<file path="config.mk">
export PLATFORM = sky130hd
export DESIGN_NAME = load_store_unit
export DESIGN_NICKNAME = d
export VERILOG_FILES = /design/src/rtl/lsu_pkg.sv /design/src/rtl/lsu_lane_align.sv /design/src/rtl/load_store_unit.sv
export SDC_FILE = /design/constraint.sdc
export NUM_CORES = 1
export LEC_CHECK = 0
export BUFFER_PORTS_ARGS = -buffer_cell sky130_fd_sc_hd__buf_4
export CELL_PAD_IN_SITES_DETAIL_PLACEMENT = 0
export CELL_PAD_IN_SITES_GLOBAL_PLACEMENT = 1
export CORE_AREA = 2 2 132 160
export CTS_BUF_LIST = sky130_fd_sc_hd__clkbuf_2
export DETAILED_ROUTE_END_ITERATION = 8
export DIE_AREA = 0 0 134 162
export GPL_ROUTABILITY_DRIVEN = 0
export GPL_TIMING_DRIVEN = 1
export HOLD_SLACK_MARGIN = 0.06
export PLACE_DENSITY = 0.87
export SLEW_MARGIN = 0
export SYNTH_ARGS = -nofsm -noshare
export SYNTH_HDL_FRONTEND = slang
export SYNTH_SLANG_ARGS = --single-unit
export TNS_END_PERCENT = 1
</file>
<file path="constraint.sdc">
create_clock -name clk -period 1.5 [get_ports clk]
set_input_delay 0.225 -clock clk [delete_from_list [all_inputs] [get_ports clk]]
set_output_delay 0.225 -clock clk [all_outputs]
set_load 0.1 [all_outputs]
</file>
<file path="src/rtl/lsu_pkg.sv">
// Shared types and constants for the load/store unit: FSM states,
// RV32I load/store width codes and the default data-memory depth.
package lsu_pkg;

  localparam int MEM_WORDS_DEFAULT = 64;

  typedef enum logic [2:0] {
    IDLE   = 3'd0,
    LOAD   = 3'd1,
    RMW_RD = 3'd2,
    WRITE  = 3'd3,
    RESP   = 3'd4
  } lsu_state_t;

  localparam logic [2:0] F3_LB  = 3'b000;
  localparam logic [2:0] F3_LH  = 3'b001;
  localparam logic [2:0] F3_LW  = 3'b010;
  localparam logic [2:0] F3_LBU = 3'b100;
  localparam logic [2:0] F3_LHU = 3'b101;
  localparam logic [2:0] F3_SB  = 3'b000;
  localparam logic [2:0] F3_SH  = 3'b001;
  localparam logic [2:0] F3_SW  = 3'b010;

endpackage

</file>
<file path="src/rtl/lsu_lane_align.sv">
// Byte/half lane handling: extract-and-extend for loads, and merge of a
// narrow store value into the surrounding memory word.
module lsu_lane_align
  import lsu_pkg::*;
(
  input  logic [2:0]  funct3,
  input  logic [1:0]  byte_off,
  input  logic [31:0] mem_word,
  input  logic [31:0] store_data,
  output logic [31:0] load_data,
  output logic [31:0] merged_word
);

  logic [4:0]  shamt;
  logic [31:0] shifted;
  logic [31:0] lane_mask;

  always_comb begin
    shamt   = {byte_off, 3'b000};
    shifted = mem_word >> shamt;

    case (funct3)
      F3_LB:   load_data = {{24{shifted[7]}}, shifted[7:0]};
      F3_LH:   load_data = {{16{shifted[15]}}, shifted[15:0]};
      F3_LBU:  load_data = {24'h0, shifted[7:0]};
      F3_LHU:  load_data = {16'h0, shifted[15:0]};
      default: load_data = mem_word;
    endcase

    case (funct3[1:0])
      2'b00:   lane_mask = 32'h0000_00FF;
      2'b01:   lane_mask = 32'h0000_FFFF;
      default: lane_mask = 32'hFFFF_FFFF;
    endcase

    // Untouched lanes come from memory, the written lane from the store data.
    merged_word = (mem_word & ~(lane_mask << shamt)) | ((store_data & lane_mask) << shamt);
  end

endmodule

</file>
<file path="src/rtl/load_store_unit.sv">
// RV32I load/store unit over a single-port word memory; narrow stores are
// done as read-modify-write. Handshake: a request is taken on a rising clk
// edge where req_valid && req_ready; each request yields one resp_valid pulse.
module load_store_unit
  import lsu_pkg::*;
#(
  parameter int MEM_WORDS = MEM_WORDS_DEFAULT
) (
  input  logic        clk,
  input  logic        rst,
  input  logic        req_valid,
  output logic        req_ready,
  input  logic        req_we,
  input  logic [2:0]  req_funct3,
  input  logic [31:0] req_addr,
  input  logic [31:0] req_wdata,
  output logic        resp_valid,
  output logic [31:0] resp_rdata,
  output logic        resp_err,
  output logic        mem_write,
  output logic        mem_read,
  output logic [31:0] mem_address,
  output logic [31:0] mem_write_data,
  input  logic [31:0] mem_read_data
);

  lsu_state_t  state_q, state_d;
  logic [31:0] addr_q, wdata_q, wr_word_q, rdata_q;
  logic [2:0]  f3_q;
  logic        we_q, err_q;
  logic        f3_ok, misalign, oob, req_err;
  logic [31:0] load_data, merged_word;

  always_comb begin
    case (req_funct3)
      F3_LB, F3_LH, F3_LW: f3_ok = 1'b1;
      F3_LBU, F3_LHU:      f3_ok = !req_we;
      default:             f3_ok = 1'b0;
    endcase
    misalign = ((req_funct3[1:0] == 2'b01) && req_addr[0]) ||
               ((req_funct3[1:0] == 2'b10) && (req_addr[1:0] != 2'b00));
    oob      = req_addr[31:2] >= 30'(MEM_WORDS);
    req_err  = !f3_ok || misalign || oob;
  end

  always_comb begin
    state_d    = state_q;
    req_ready  = 1'b0;
    mem_read   = 1'b0;
    mem_write  = 1'b0;
    resp_valid = 1'b0;
    case (state_q)
      IDLE: begin
        req_ready = 1'b1;
        if (req_valid) begin
          if (req_err)               state_d = RESP;
          else if (!req_we)          state_d = LOAD;
          else if (req_funct3 == F3_SW) state_d = WRITE;
          else                       state_d = RMW_RD;
        end
      end
      LOAD: begin
        mem_read = 1'b1;
        state_d  = RESP;
      end
      RMW_RD: begin
        mem_read = 1'b1;
        state_d  = WRITE;
      end
      WRITE: begin
        mem_write = 1'b1;
        state_d   = RESP;
      end
      RESP: begin
        resp_valid = 1'b1;
        state_d    = IDLE;
      end
      default: state_d = IDLE;
    endcase
  end

  always_ff @(posedge clk) begin
    if (!rst) state_q <= IDLE;
    else      state_q <= state_d;
  end

  always_ff @(posedge clk) begin
    if (!rst) begin
      addr_q    <= '0;
      wdata_q   <= '0;
      wr_word_q <= '0;
      rdata_q   <= '0;
      f3_q      <= '0;
      we_q      <= 1'b0;
      err_q     <= 1'b0;
    end else begin
      case (state_q)
        IDLE: if (req_valid) begin
          addr_q    <= req_addr;
          f3_q      <= req_funct3;
          we_q      <= req_we;
          wdata_q   <= req_wdata;
          wr_word_q <= req_wdata;
          err_q     <= req_err;
        end
        LOAD:    rdata_q   <= load_data;
        RMW_RD:  wr_word_q <= merged_word;
        default: ;
      endcase
    end
  end

  lsu_lane_align u_align (
    .funct3      (f3_q),
    .byte_off    (addr_q[1:0]),
    .mem_word    (mem_read_data),
    .store_data  (wdata_q),
    .load_data   (load_data),
    .merged_word (merged_word)
  );

  // Memory-side outputs come only from registers so they hold steady under a strobe.
  assign mem_address    = {2'b00, addr_q[31:2]};
  assign mem_write_data = wr_word_q;
  assign resp_err       = resp_valid & err_q;
  assign resp_rdata     = (we_q || err_q) ? 32'h0 : rdata_q;

endmodule

</file>
## Word-level counts from Yosys, hierarchy flattened

Cells that the tools add are included.

- Flip-flop bits (word level): 136
- Input bits: 103
- Output and inout bits: 101
- Word-level logic and storage cells: 67

- Order comparisons: 1
- Equality and inequality tests: 15
- Shifts and indexed selects: 3
- Mux-type cells: 15
- Bitwise gates (word level): 5
- Reductions and logical operators: 20

Operator list:

| cell | count |
|---|---|
| 32-bit one-hot mux with 2 select lines | 2 |
| 32-bit one-hot mux with 4 select lines | 1 |
| 32-bit AND | 2 |
| 32-bit two-way mux | 2 |
| 32-bit by 5-bit left shift with 32-bit output | 2 |
| 32-bit inverter | 1 |
| 32-bit bitwise OR | 1 |
| 32-bit by 5-bit >> shifter with 16-bit output | 1 |
| 30-bit by 7-bit greater-or-equal comparator with 1-bit output (second input constant) | 1 |
| 3-bit equality test (second input constant) | 5 |
| 3-bit by 1-bit equality test with 1-bit output (second input constant) | 3 |
| 3-bit by 2-bit equality test with 1-bit output (second input constant) | 3 |
| 3-bit logical NOT | 3 |
| 3-bit one-hot mux with 3 select lines | 1 |
| 3-bit two-way mux | 2 |
| 2-bit OR reduction | 3 |
| 1-bit two-way mux | 5 |
| 2-bit by 1-bit equality test with 1-bit output (second input constant) | 2 |
| 1-bit logical OR | 4 |
| 2-bit AND reduction | 2 |
| 2-bit nonzero test | 2 |
| 3-bit OR reduction | 1 |
| 2-bit equality test (second input constant) | 1 |
| 1-bit logical AND | 2 |
| other kinds (6) | 7 |

## Depth between registers and ports, before layout

Gate-level depths: netlist of the first run.

- Depth in word-level cells: 9
- Depth in mapped cells: 8

## By module

Synthesis of the first run repeated with hierarchy kept, for this count alone.

- Cells, all modules: 888
- Area total of the unflattened synthesis: 6,846.6 µm²

By module, submodules not included:

| module | instances | cells an instance | area an instance (µm²) | seq. area each (µm²) |
|---|---|---|---|---|
| load_store_unit | 1 | 661 | 5,418.9 | 2,722.6 |
| lsu_lane_align | 1 | 227 | 1,427.6 | 0.0 |

## Worst setup path after synthesis of the first run

OpenSTA, ideal clock, no wires.

- Kind: register -> output
- Start: reg state_q[1]
- End: out resp_err
- Arrival time: 3.639 ns
- Setup slack: -2.364 ns
- Cell stages (with the launch flop): 4
- Path buffers: 1
- Cell sequence: dfxtp_1 buf_4 nor3b_1 and2_1

- Cells in the longest elaborated chain, start to end: 3

RTL lines:

| what | RTL line | RTL |
|---|---|---|
| start: declaration | load_store_unit.sv:27 | `lsu_state_t state_q, state_d;` |
| start signal: assignment | load_store_unit.sv:84 | `else state_q <= state_d;` |
| 3-bit equality test | load_store_unit.sv:52 | `case (state_q)` |
| 1-bit two-way mux | load_store_unit.sv:52 |  |
| via resp_valid | load_store_unit.sv:17 | `output logic resp_valid,` |
| 1-bit AND | load_store_unit.sv:125 | `assign resp_err = resp_valid & err_q;` |
| end: declaration | load_store_unit.sv:19 | `output logic resp_err,` |

The timed path passes the listed nets, and every way through them passes these cells.

## Worst setup path after layout of the first run

- Start: reg we_q
- End: out resp_rdata[14]

- Cells in the longest elaborated chain, start to end: 2

RTL lines:

| what | RTL line | RTL |
|---|---|---|
| start: declaration | load_store_unit.sv:30 | `logic we_q, err_q;` |
| start signal: assignment | load_store_unit.sv:101 | `we_q <= req_we;` |
| 1-bit logical OR | load_store_unit.sv:126 | `assign resp_rdata = (we_q \|\| err_q) ? 32'h0 : rdata_q;` |
| 32-bit two-way mux | load_store_unit.sv:126 |  |
| end: declaration | load_store_unit.sv:18 | `output logic [31:0] resp_rdata,` |

No other way between the ends.

==> results of run 1 <==
critical path, delay by kind of cell (launching register included):
| family | cells | cell delay (ps) |
|---|---|---|
| and+or+nand+nor | 2 | 270 |
| buffers and inverters | 3 | 470 |
| DFF | 1 | 390 |
cells by family (layout without fill, tap and decap cells):
family	count (synthesis)	after routing	share of synthesized area, %
other cells	1	2	0.05371
buf+inv	115	425	9.337
compound gates	294	294	25.84
flops	136	136	39.00
simple gates	340	340	21.68
mux	26	26	4.086
routing by layer:
metal  track usage [%]  up-vias  share of wire, %
li1                  -     3749                 -
met1             29.82     3804                38
met2             43.29      381                50
met3             5.868       78               8.0
met4             9.865        0               3.8
met5                 0        -                 0
final cells by class:
| type | count | area (µm²) |
|---|---|---|
| flip-flops and latches | 136 | 2874 |
| clock buffers | 17 | 85.08 |
| repair buffers | 388 | 4648 |
| fillers | 1635 | 8118 |
| clock inverters | 15 | 141.4 |
| well taps | 265 | 331.6 |
| multi-input cells | 662 | 3824 |
| inverters | 5 | 18.77 |
worst max path at each step:
stage / start / depth (start not counted) / slack [ps] / end
3_3_place_gp: f3_q[0]$_SDFFE_PN0P_ / 7 / -80 / mem_write_data[8]$_SDFFE_PN0P_
4_1_cts: state_q[1]$_SDFFE_PN0P_ / 4 / -690 / resp_err
2_1_floorplan: state_q[1]$_SDFFE_PN0P_ / 7 / -650 / addr_q[23]$_SDFFE_PN0P_
3_5_place_dp: req_addr[11] / 8 / -120 / state_q[2]$_SDFFE_PN0P_
6_report: we_q$_SDFFE_PN0P_ / 5 / -610 / resp_rdata[14]
5_1_grt: we_q$_SDFFE_PN0P_ / 5 / -720 / resp_rdata[7]
per-stage QoR:
step | setup slack [ps] | instance area (µm²) | power [mW]
after CTS | -686.6 | 11680 | 9.009
after global placement | -79.49 | 8959 | 6.264
after detailed placement | -123.8 | 8959 | 6.279
after floorplan | -647.4 | 7004 | 5.500
final | -614.9 | 11920 | 9.096
after global routing | -724.8 | 11920 | 9.456
sequential cells by signal (all words and copies together) (netlist names):
name	count
addr_q	32
mem_write_data	32
rdata_q	32
wdata_q	32
f3_q	3
state_q	3
err_q	1
we_q	1
cells in the final DEF (no fill, tap or decap), drive strengths merged, types with 4 or more instances in the layout:
cell / instances
a21oi: 141
nand3: 4
o211ai: 8
clkinvlp: 4
a31oi: 11
a211oi: 5
nor3: 9
o221ai: 7
and2: 37
nor2b: 13
o22ai: 8
dlygate4sd3: 102
dfxtp: 136
nand2b: 12
a221o: 8
a32o: 6
mux2i: 24
a222oi: 12
nor2: 48
clkbuf: 19
buf: 284
a21boi: 12
nor4: 7
o21ai: 54
nand2: 200
and3: 4
inv: 12
o21bai: 8
power breakdown:
group / internal, mW / switching [mW]
registers: 3.78 / 0.199
logic: 1.25 / 1.68
clock network: 0.634 / 1.56
synth_stat cells, types with 2 or more instances:
library cell | number | area, µm²
nand2_1 | 200 | 750.7
a21oi_1 | 141 | 705.7
dfxtp_1 | 136 | 2723
o21ai_0 | 53 | 265.3
buf_4 | 50 | 375.4
nor2_1 | 45 | 168.9
clkbuf_1 | 44 | 165.2
and2_1 | 37 | 231.5
mux2i_1 | 24 | 240.2
buf_2 | 13 | 65.06
a222oi_1 | 12 | 120.1
nand2b_1 | 12 | 75.07
nor2b_1 | 12 | 75.07
a21boi_0 | 11 | 82.58
a31oi_1 | 11 | 68.82
a221o_1 | 8 | 80.08
nor3_1 | 8 | 40.04
o21bai_1 | 8 | 60.06
o22ai_1 | 8 | 50.05
nor4_1 | 7 | 43.79
o211ai_1 | 7 | 52.55
o221ai_1 | 7 | 61.31
a32o_1 | 6 | 60.06
a211oi_1 | 5 | 37.54
inv_1 | 5 | 18.77
and3_1 | 4 | 25.02
nand3_1 | 4 | 20.02
a22o_1 | 3 | 26.28
nor2_2 | 3 | 18.77
o21a_1 | 3 | 22.52
a311o_1 | 2 | 20.02
buf_6 | 2 | 22.52
mux4_2 | 2 | 45.04
nand3b_1 | 2 | 15.01
o211a_1 | 2 | 20.02
what timing repair did:
action | in CTS | in global routing
pin swaps | 28 | 11
gates cloned | 0 | 3
endpoints found under the setup margin | 160 | 190
endpoints found under the hold margin | 136 | 0
resized for setup | 420 | 57
buffers inserted | 1 | 4
hold buffers | 102 | 0
==> metrics list, run 1 <==
- Setup violations remaining at the end of the flow were counted as 142.
- In this run the mean area of a mapped cell was approximately 7.7 µm².
- Buffers inserted during clock tree synthesis total 17.
- Max-Slew Margin vs Limit: between 60 and 70%
* First-pass iteration count of the detailed router: 9
* Clock tree from TritonCTS: built
- The detailed router placed 8012 vias in this run.
- Buffers placed on the I/O ports in this run total 201.
- Data arrival time of the worst path: 1890 ps
* Cell Area, Synth: around 7000 µm²
* Via count of the first global-routing pass: roughly 7900
- The cell count after synthesis came out at ~900.
- Share of cells above drive strength 1: approximately two fifths
- Synth Register Bits: 136
* Placed Cells incl. Taps: 1347
* Root Buffer Master: clkbuf_2
* Reg2Reg Launch Point: addr_q[0]$_SDFFE_PN0P_
- Worst hold slack after final layout: 211.6 ps
- Setup repair after global routing could not meet its margin everywhere.
- Iteration-0 DRC Markers: approximately 760
- Flop2flop setup slack: -170 ps
* Antenna diode instance count: 0
* Final instance count without filler cells: approximately 1500
* Distinct cell type count after synthesis: 50
- Violated checks: setup timing
- The die is around 160 µm tall.
* Antenna violations before repair: 0
* Die extent in x: approximately 130 µm
* Maximum clock insertion buffer count: 2
- HPWL Detailed: about 18000 µm
* Number of remaining DRC errors: 0
- Worst Path Class, Setup: flop to output port
- Global routing used 24.99% of the available tracks across all layers.
* Type of the worst min-delay path: input port to flop
- Final setup skew: around 48 ps
- Register area share after synthesis: between 30% and 40%
* Worst R2R End: rdata_q[8]$_SDFFE_PN0P_
- Clock Sink Count: about 140
* Count of flip-flops with a built-in enable after synthesis: 0
* Min setup slack post-route: -614.9 ps
- The worst hold path terminates at addr_q[13]$_SDFFE_PN0P_.
* Wire per inst: roughly 19 µm
- CP startpoint kind: flop
- Top-Level Pins: a little over 200
- Power density cells: about 760 nW/µm²
* Remaining antenna violation count: 0
- Number of violations of the max-capacitance limit: 0
- Primary FF master, synth: dfxtp_1
- Clock slew seen by the registers of the worst setup and hold paths: 260 ps
* Post-layout utilization of the core: between 50 and 60%
- CP Cell Sequence: nor2_4, buf_12, clkbuf_16, and2_4, buf_12
- After floorplanning, the core was sized to cover around 20000 µm².
* Worst reg-to-reg path cell count: 4
- Async set-reset flop share out of synthesis: 0%
- The final layout contains routed wiring with a total length of approximately 28000 µm.
- Hold path cells: 4
* Pin count of the biggest net entering global routing: 65
- The flow ran to the end, but the final reports show violations.
- In this run the core area contains 57 standard-cell rows.
- Latest clock arrival within the worst-skew pair: 760 ps
- The H-tree generated during clock tree synthesis spans 4 levels.
- GRT Residual Overflow: 0
* Transition time at the pin with the least slew margin: around 530 ps
- The die covers between 20000 and 25000 µm².
- Peak ir drop on the vdd network: slightly below 0.6 mV
* Max-slew violations: 0
- Standby leakage power: between 4 and 5 nW
- Nature of the critical path endpoint: output port
* Cell at the slowest stage of the critical path: dfxtp_2
- Highest attainable clock frequency: 0.4728 GHz
* Yosys warnings: 0
* Sum Neg Setup Slack: -28990 ps
* Number of hold violations in the final report: 0
- The most numerous cell type found on the critical path is buf_12.
* Worst Path Max Fanout: 8
- For this run, the slowest stage of the critical path takes roughly 390 ps.
- Startpoint of the most critical hold path: req_addr[13]
* CP required: 1270 ps
- Effective utilization at floorplan: about a third
* Portion of the clock cycle consumed by the worst path in the final layout: 141.0%
* Clock period minus final worst setup slack: roughly 2100 ps
- Syn-to-layout area delta: 70.77%
- The first global-routing pass estimated between 40000 and 50000 µm of wire.
- After detailed routing, the number of vias per cell comes to about 5.4.
- Number of nets in the layout: roughly 1300
No activity file was read; power rests on OpenSTA's default activity.
==> inputs of run 2 (changes only) <==
--- a/config.mk
+++ b/config.mk
@@ -16,6 +16,7 @@
 export GPL_TIMING_DRIVEN = 1
 export HOLD_SLACK_MARGIN = 0.06
 export PLACE_DENSITY = 0.87
+export SKIP_LAST_GASP = 1
 export SLEW_MARGIN = 0
 export SYNTH_ARGS = -nofsm -noshare
 export SYNTH_HDL_FRONTEND = slang
==> run 2 against run 1 <==
  * The run still ends with setup timing left
  * Combinational power shrank 13%
  * Sequential cell count unchanged
  * Die area stayed put
  * Total power down 4.8%
  * Fmax down 2.3%
  * Hold slack gained 5.6 ps
  * Sequential power shrank 2%
  * Clock skew up 22 ps
  * Worst setup slack lost 49 ps
  * Critical endpoint is now resp_rdata[18]
  * Highest routed layer unchanged
==> metrics list, run 2 (same netlist as run 1, synthesis figures left out) <==
- Antenna diode instance count: 0 (unchanged)
* Number of standard-cell rows in the floorplan: 57 (unchanged)
- Number of violations of the max-capacitance limit: 0 (unchanged)
- CP required: 1270 ps (about the same)
* Number of hold violations in the final report: 0 (unchanged)
- The flow ran to the end, but the final reports show violations.
- The worst slack on hold paths was 217.2 ps (+5.609 ps).
* Max-Slew Margin vs Limit: 65.72% (+1.2 points)
- The largest fanout on the critical path came to 32 (+24).
* CP startpoint kind: flop
* Portion of the clock cycle consumed by the worst path in the final layout: 144.2% (+3.2 points)
* Share of cells above drive strength 1: 28.18% (-9.8 points)
* Number of nets in the layout: 1307 (-0.46%)
* Syn-to-layout area delta: 50.07%
* I/O Buffers: 201 (unchanged)
- The detailed-route wire length is 25560 µm (-9.3%).
* Maximum clock insertion buffer count: 2 (unchanged)
* Max-slew violations: 0 (unchanged)
* Area of the core: 20040 µm² (unchanged)
* Via count of the first global-routing pass: 7404 (-6.1%)
- The routed wirelength normalized by instance count came to 17.24 µm (-9.0%).
- Detail-routed via count per cell: 5.232 (-2.8%)
- Data arrival time of the worst path: 1940 ps (+50 ps)
- The first-iteration detailed-routing DRC count is 717 (-5.8%).
- Antenna violations before repair: 0 (unchanged)
- The vertical extent of the die was 162 µm (unchanged).
* Total via count after detailed routing: 7754 (-3.2%)
- HPWL Detailed: 17810 µm (unchanged)
- RSZ-0062 raised after global routing: yes
* Clock tree from TritonCTS: built
* Number of remaining DRC errors: 0 (unchanged)
- Peak ir drop on the vdd network: 0.6168 mV (+7.1%)
- Final instance count without filler cells: 1482 (-0.40%)
- The later-pin clock latency in the skew report was 790 ps (+30 ps).
- Placed Cells incl. Taps: 1347 (unchanged)
* Clock slew seen by the registers of the worst setup and hold paths: 270 ps (about the same)
* Nature of the critical path endpoint: output port
- First-pass iteration count of the detailed router: 5 (-4)
- The library cells used most frequently in the layout, excluding fill and tap cells, are 233 x buf_4, 198 x nand2_1, 141 x a21oi_1.
- The setup slack of the critical path after layout was -663.6 ps (-48.70 ps).
- CTS placed an instance of clkbuf_2 at the clock tree root.
- Type of the worst min-delay path: input port to flop
- Overall die area: 21710 µm² (unchanged)
- Transition time at the pin with the least slew margin: 514.2 ps (-12.72 ps)
* Effective utilization at floorplan: 34.84% (unchanged)
- Remaining antenna violation count: 0 (unchanged)
- Clock period minus final worst setup slack: 2164 ps (+48.70 ps)
- The final reports fail on setup timing.
- The total leakage power is 4.348 nW (-8.4%).
- Most common library cell in the layout ignoring fill and taps: buf_4
- The critical path is of the flop to output port type.
- The final clock skew is 69.93 ps (+21.71 ps).
- Number of buffers created by CTS: 17 (unchanged)
* Die extent in x: 134 µm (unchanged)
* First-pass GRT wire length: 39470 µm (-7.2%)
- Total global routing track utilization: 23.16% (-1.8 points)
- The level count of the clock H-tree was 4 (unchanged).
* GRT Residual Overflow: 0 (unchanged)
- Power density cells: 826.4 nW/µm² (+8.3%)
- The number of ports placed on the die boundary came to 204 (unchanged).
* Clock Sink Count: 136 (unchanged)
- Pin count of the biggest net entering global routing: 65 (unchanged)
- Highest attainable clock frequency: 0.4622 GHz (-2.3%)
- The final setup violation count was 170 (+20%).
## run 2: final timing paths
path | startpoint | endpoint | slack, ps | cells after the start
worst min register to register | rdata_q[2]$_SDFFE_PN0P_ | rdata_q[2]$_SDFFE_PN0P_ | 470 | 2
worst max register to register | f3_q[0]$_SDFFE_PN0P_ | mem_write_data[10]$_SDFFE_PN0P_ | -180 | 7
worst min-delay path | req_addr[14] | addr_q[14]$_SDFFE_PN0P_ | 220 | 4
worst max-delay path | err_q$_SDFFE_PN0P_ | resp_rdata[18] | -660 | 4
## run 2: routing by layer
layer	share of wire (%)	up-vias	track usage, %
li1	-	3735	-
met3	7.6	42	5.556
met2	49	324	39.81
met4	2.4	0	7.447
met1	41	3653	28.48
met5	0	-	0
## run 2: worst max-delay path: stages (launching register included)
cell and delay [ps]:
dfxtp_2 400, nor2_2 150, buf_12 180, and2_1 170, buf_6 230
## run 2: through the flow
step	setup slack, ps	utilization (%)	area (µm²)	power, mW	TNS [ps]
detailed placement	-123.8	44.70	8959	6.279	-4333
CTS	-686.6	52.09	10440	8.678	-45850
global placement	-79.49	44.70	8959	6.264	-2360
floorplan	-647.4	-	7004	5.500	-63900
finish	-663.6	52.28	10480	8.659	-41650
global route	-779.4	52.28	10480	9.001	-59590
## run 2: timing repair
action                                  in CTS  in global routing
gates cloned                                 0                  0
gates resized for setup                     62                 11
hold buffers                               102                  0
hold endpoints to repair                   136                  0
setup buffers                                1                  0
endpoints found under the setup margin     160                210
## run 2: power breakdown
group          leakage (nW)  internal, mW  switching [mW]  total, mW
combinational          3.10         0.934            1.60       2.54
sequential             1.12          3.78           0.141       3.92
clock                 0.128         0.634            1.57       2.20
## run 2: layout make-up
cell class / instances / area (µm²)
fillers: 1857 / 9563
multi-input cells: 662 / 3657
well taps: 265 / 331.6
flip-flops and latches: 136 / 2736
clock buffers: 17 / 85.08
clock inverters: 15 / 141.4
repair buffers: 382 / 3507
inverters: 5 / 18.77
